===== config.mk =====
export PLATFORM = sky130hd
export DESIGN_NAME = retire_trace_fifo
export DESIGN_NICKNAME = d
export VERILOG_FILES = /design/src/rtl/retire_trace_checker.sv
export SDC_FILE = /design/constraint.sdc
export NUM_CORES = 1
export LEC_CHECK = 0
export CAP_MARGIN = 25
export CORE_ASPECT_RATIO = 0.75
export CORE_MARGIN = 5
export CORE_UTILIZATION = 55
export CTS_CLUSTER_SIZE = 25
export DETAILED_ROUTE_END_ITERATION = 12
export GPL_ROUTABILITY_DRIVEN = 0
export GPL_TIMING_DRIVEN = 0
export MAX_ROUTING_LAYER = met4
export PLACE_DENSITY = 0.73
export SETUP_SLACK_MARGIN = 0.05
export SLEW_MARGIN = 20
export SYNTH_ARGS = -nofsm -noshare
export SYNTH_HDL_FRONTEND = slang
export SYNTH_SLANG_ARGS = --single-unit

===== constraint.sdc =====
create_clock -name clk -period 4.45 [get_ports clk]
set_input_delay 0.89 -clock clk [delete_from_list [all_inputs] [get_ports clk]]
set_output_delay 0.89 -clock clk [all_outputs]
set_load 0.01 [all_outputs]

===== src/rtl/retire_trace_checker.sv =====
`default_nettype none
// +----------------------------------------------------------------------------+
// | Module   : retire_trace_checker (with helper retire_trace_fifo)            |
// | Purpose  : Lockstep checker for two in-order retirement streams. Stream A  |
// |            (core under test) and stream B (reference) are buffered in      |
// |            separate FIFOs, popped pairwise and compared one cycle later.   |
// |            The first divergence, or one stream leading for TIMEOUT cycles, |
// |            freezes the block with a sticky error code and index.           |
// | Ports    : clk, rst (sync, active-high), enable_i                          |
// |            a_*/b_* : valid/ready handshake plus pc, rd_we, rd, rd_data,     |
// |                      st, st_addr, st_data, st_be retirement record        |
// |            mismatch_o, err_code_o[2:0], err_index_o[31:0],                 |
// |            retired_cnt_o[31:0]                                             |
// | Config   : RETIRE_CHECK_STORE_EN -- when defined, store fields are         |
// |            buffered and compared (err_code 3 possible); otherwise they     |
// |            are ignored and the FIFOs are narrower.                         |
// | Revision : 1.0 - initial release                                           |
// +----------------------------------------------------------------------------+

// Simple synchronous FIFO; read data is the current head (no read latency).
module retire_trace_fifo #(
  parameter int WIDTH = 8,
  parameter int DEPTH = 8
) (
  input  logic             clk,
  input  logic             rst,
  input  logic             push_i,
  input  logic [WIDTH-1:0] data_i,
  input  logic             pop_i,
  output logic [WIDTH-1:0] data_o,
  output logic             empty_o,
  output logic             full_o
);
  localparam int PTR_W = $clog2(DEPTH);

  logic [WIDTH-1:0] mem_q [DEPTH];
  // One extra pointer bit distinguishes full from empty.
  logic [PTR_W:0]   wr_ptr_q;
  logic [PTR_W:0]   rd_ptr_q;
  logic             w_do_push;
  logic             w_do_pop;

  assign w_do_push = push_i && !full_o;
  assign w_do_pop  = pop_i && !empty_o;

  always_ff @(posedge clk) begin
    if (rst) begin
      wr_ptr_q <= '0;
      rd_ptr_q <= '0;
    end else begin
      if (w_do_push) wr_ptr_q <= wr_ptr_q + (PTR_W+1)'(1);
      if (w_do_pop)  rd_ptr_q <= rd_ptr_q + (PTR_W+1)'(1);
    end
  end

  // Storage is not reset: stale entries are unreachable once pointers clear.
  always_ff @(posedge clk) begin
    if (w_do_push) mem_q[wr_ptr_q[PTR_W-1:0]] <= data_i;
  end

  assign data_o  = mem_q[rd_ptr_q[PTR_W-1:0]];
  assign empty_o = (wr_ptr_q == rd_ptr_q);
  assign full_o  = (wr_ptr_q[PTR_W] != rd_ptr_q[PTR_W]) &&
                   (wr_ptr_q[PTR_W-1:0] == rd_ptr_q[PTR_W-1:0]);
endmodule

`default_nettype wire


* Word level (Yosys, flattened, before mapping)
Memories as Yosys holds them, arrays and structs flattened. A register that Yosys moved wholly into a read port is not among the register bits.
Cells that the tools add are included.
** Storage, ports and cells
- Register bits after elaboration :: 8
- Bits in latches :: 0
- Bits in writable memories :: 64
- ROM bits :: 0
- Input port bits :: 12
- Output and inout bits :: 10
- Word-level logic and storage cells :: 17
- Memories :: 1
** Operators by class
- $add $sub $neg :: 2
- Multiply operators :: 0
- Divide/modulo/power cells :: 0
- Magnitude comparators :: 0
- Equality and inequality tests :: 3
- Shifts and indexed selects :: 0
- Mux-type cells :: 4
- Bitwise gates (word level) :: 0
- Reduce and logical (&&, ||, !) cells :: 5
** Memory list
- mem_q :: depth 8, width 8, read ports 1, clocked after memory_dff 1, write ports 1, line 36 : logic [WIDTH-1:0] mem_q [DEPTH];
** Operators by type and width (count)
- 4-bit by 1-bit adder with 4-bit output (second input constant) :: 2
- 3-bit two-way mux :: 2
- 4-bit equality test :: 1
- 3-bit equality test :: 1
- 1-bit logical AND :: 3
- 1-bit logical NOT :: 2
- 1-bit two-way mux :: 2
- 1-bit != test :: 1

* Depth between registers and ports, before layout
- Depth in word-level cells :: 6
- Gate-level depth with buffers :: 4
- Mapped depth without buffers :: 4

* Worst setup path after synthesis
No wires, ideal clock.
- Path kind :: reg2out
- From :: reg (tool-made name)
- To :: out data_o[0]
- Arrival :: 1527 ps
- Data required time :: 3560 ps
- Slack :: 2033 ps
- Stages on the path, launching flop included :: 5
- Buffers on the path :: 2
- Cell sequence :: dfxtp_1 > buf_2 > buf_4 > mux4_2 > mux2_2
** RTL lines
- end: declaration :: line 30 : output logic [WIDTH-1:0] data_o,

==> metrics.md <==
| Metric | Value |
|---|---|
| Largest family of logic cells by synthesized area | multiplexers |
| Period utilization | 77.58% |
| Hold Crit Depth | 2 |
| WL per Instance | a little under 20 um |
| CTS buffer count | 9 |
| Critical path capture point type | primary output |
| DR vias | roughly 1700 |
| Ports | 22 |
| Power density cells | between 400 and 500 nW/um2 |
| Hold Violations, Final | 0 |
| Layout Nets | 229 |
| Class of the worst hold path | flip-flop to flip-flop |
| Via density | 5.772 |
| Area Growth Syn to Fin | 17.98% |
| Cell taking the most area after synthesis | edfxtp_1 |
| Clk buf depth | 2 |
| Initial antenna violation count | 0 |
| Most used DFF post-synth | edfxtp_1 |
| CTS Hold Buffers Added | 0 |
| Die W | roughly 98 um |
| Row count | 23 |
| TritonCTS clock tree | built |
| First-pass GRT wire length | approximately 9300 um |
| Adder-Cell Fraction of Synth Area | less than 1% |
| Die area | 7388 um2 |
| Total clock sinks | 75 |
| Synth top area share | about three fifths |
| Post-synthesis xor/xnor area fraction | under 10% |
| Starting Density | a little under 60% |
| Layout cell share with drive strength beyond 1 | between 20 and 30% |
| Tmin final | between 3 and 4 ns |
| ANT nets after route | 0 |
| Critical-path maximum fanout | 10 |
| Avg Cell Area, Syn | around 18 um2 |
| Simple-Gate Fraction of Synth Area | roughly 7.2% |
| Worst R2R Start | wr_ptr_q[0]$_SDFFE_PP0P_ |
| Top-count cell post-synth | edfxtp_1 |
| Mapped Cells | 177 |
| Sequential share of the synthesized area | 67.67% |
| Overflow after GRT | 0 |
| Total wire length | approximately 5700 um |
| Final setup vio count | 0 |
| Main area contributors after synthesis | edfxtp_1, mux4_2, dfxtp_1 |
| Synth warn | 0 |
| Mapped Area | 3166 um2 |
| Post-synth net total | roughly 190 |
| Actual slew at the worst max-slew pin | roughly 0.9 ns |
| HP Start | rd_ptr_q[1]$_SDFFE_PP0P_ |
| Drt first pass iters | 4 |
| Startpoint types | flip-flop |
| Post-synth top cells | edfxtp_1, mux4_2, mux2_2 |
| Core ar. | approximately 5500 um2 |
| WP data required | approximately 3.6 ns |
| Fmax | a little under 300 MHz |
| Reg2reg setup slack | around 2.1 ns |
| Detailed Place HPWL | 3982 um |
| Postcts setup bufs | 0 |
| Ant diodes | 0 |
| CP Data Arrival Time | 2.56 ns |
| Skew-Pair Late Insertion Delay | 0.34 ns |
| Status | complete, no violations |
| #FFs+latches synth | between 70 and 80 |
| Multiplexer share of the synthesized area | 17.98% |
| Die Y-Extent | about 76 um |
| H-tree Lvls | 3 |
| Slew HR | around 40% |
| Largest net degree at the start of global routing | 13 |
| Final hold slack | between 0.6 and 0.7 ns |
| CTS resizes | 0 |
| DRT iter0 DRCs | ~150 |
| Reg2reg end | mem_q[5][1]$_DFFE_PP_ |
| Complex-gate fraction of the synthesized area | ~2.1% |
| Final clock skew | 0.009771 ns |
| Max-slew violations | 0 |
| DRC errors left | 0 |
| Total track usage | 17.78% |
| MaxCap Viol Count | 0 |
| Synth unique cells | 34 |
| Post-synth EDFFs | 64 |
| Peak supply drop | roughly 0.35 mV |
| Setup TNS | 0 ns |
| Unrepaired setup endpoints after global routing | no |
| CP Class | flip-flop to primary output |
| # port buffers | 20 |
| Share of flip-flops with an asynchronous set or reset | 0% |
| Root buf cell | clkbuf_8 |
| Vias in the first global route | 1720 |
| Leakage power | approximately 1.2 nW |
| Worst Reg-to-Reg Cells | 6 |
| Clk slew on worst S/H paths | 0.07 ns |
registers in the layout, summed over array words and instances (netlist names), named ones only:
register,count
rd_ptr_q,4
wr_ptr_q,4
mem_q,64
power breakdown:
part	internal [mW]	total [mW]	switching [mW]
logic	0.133	0.245	0.112
clock network	0.254	0.481	0.227
registers	0.785	0.795	0.0105
total	1.17	1.52	0.350
layout make-up:
cell class	instances	area, um2
clock inverters	5	53.80
clock buffers	10	127.6
fillers	357	1733
multi-input cells	90	1001
repair buffers	27	252.7
well taps	75	93.84
flip-flops and latches	75	2142
plain buffers	12	63.81
per-layer routing:
metal	vias to the layer above	wire (um)	track usage (%)
met5	-	0	-
met4	0	43	4.455
met3	8	367	6.221
met2	55	2683	27.18
met1	852	2602	23.28
li1	782	-	-
worst max-delay path by stage:
stage / end / slack [ns] / depth (start not counted)
6_report: data_o[3] / 1.0 / 5
5_1_grt: data_o[6] / 0.84 / 5
4_1_cts: full_o / 0.93 / 4
3_5_place_dp: full_o / 1.31 / 4
3_3_place_gp: mem_q[5][5]$_DFFE_PP_ / 0.72 / 3
2_1_floorplan: data_o[0] / 2.03 / 4
cells by family (layout without fill, tap and decap cells):
logic type | count (synthesis) | after routing
flip-flops | 75 | 75
adder cells (fa/ha/maj) | 2 | 2
AND/OR/NAND/NOR | 38 | 38
AO/OA/AOI/OAI | 7 | 7
buffers and inverters | 12 | 54
XOR/XNOR | 8 | 8
multiplexers | 35 | 35
worst max-delay path, cell delays in order, from the launching register on:
cell	delay, ns
dfxtp_1	0.31
clkbuf_2	0.21
buf_1	0.53
mux4_2	0.40
mux2_2	0.27
clkdlybuf4s50_1	0.50
stage by stage:
stage	cell area, um2	setup slack [ns]	std cells	utilization, %	total power, mW
after floorplan	3166	2.033	177	-	0.9636
after global placement	3460	0.7192	272	63.27	1.045
after detailed placement	3546	1.306	278	64.85	1.058
after CTS	3727	0.9335	293	68.17	1.535
after global routing	3735	0.8396	294	68.31	1.592
final	3735	0.9975	294	68.31	1.522
layout by cell type (no fill, tap or decap), types with 4 or more instances in the layout:
master	instances
edfxtp_1	64
clkdlybuf4s50_1	20
mux4_2	16
mux2_2	12
dfxtp_1	11
clkbuf_8	9
buf_4	7
nor2_1	6
nor2b_1	6
nand2b_1	5
xor2_1	4
xnor2_1	4
nand2_1	4
mux2i_1	4
Note: power is estimated with default switching activity, not from simulation.
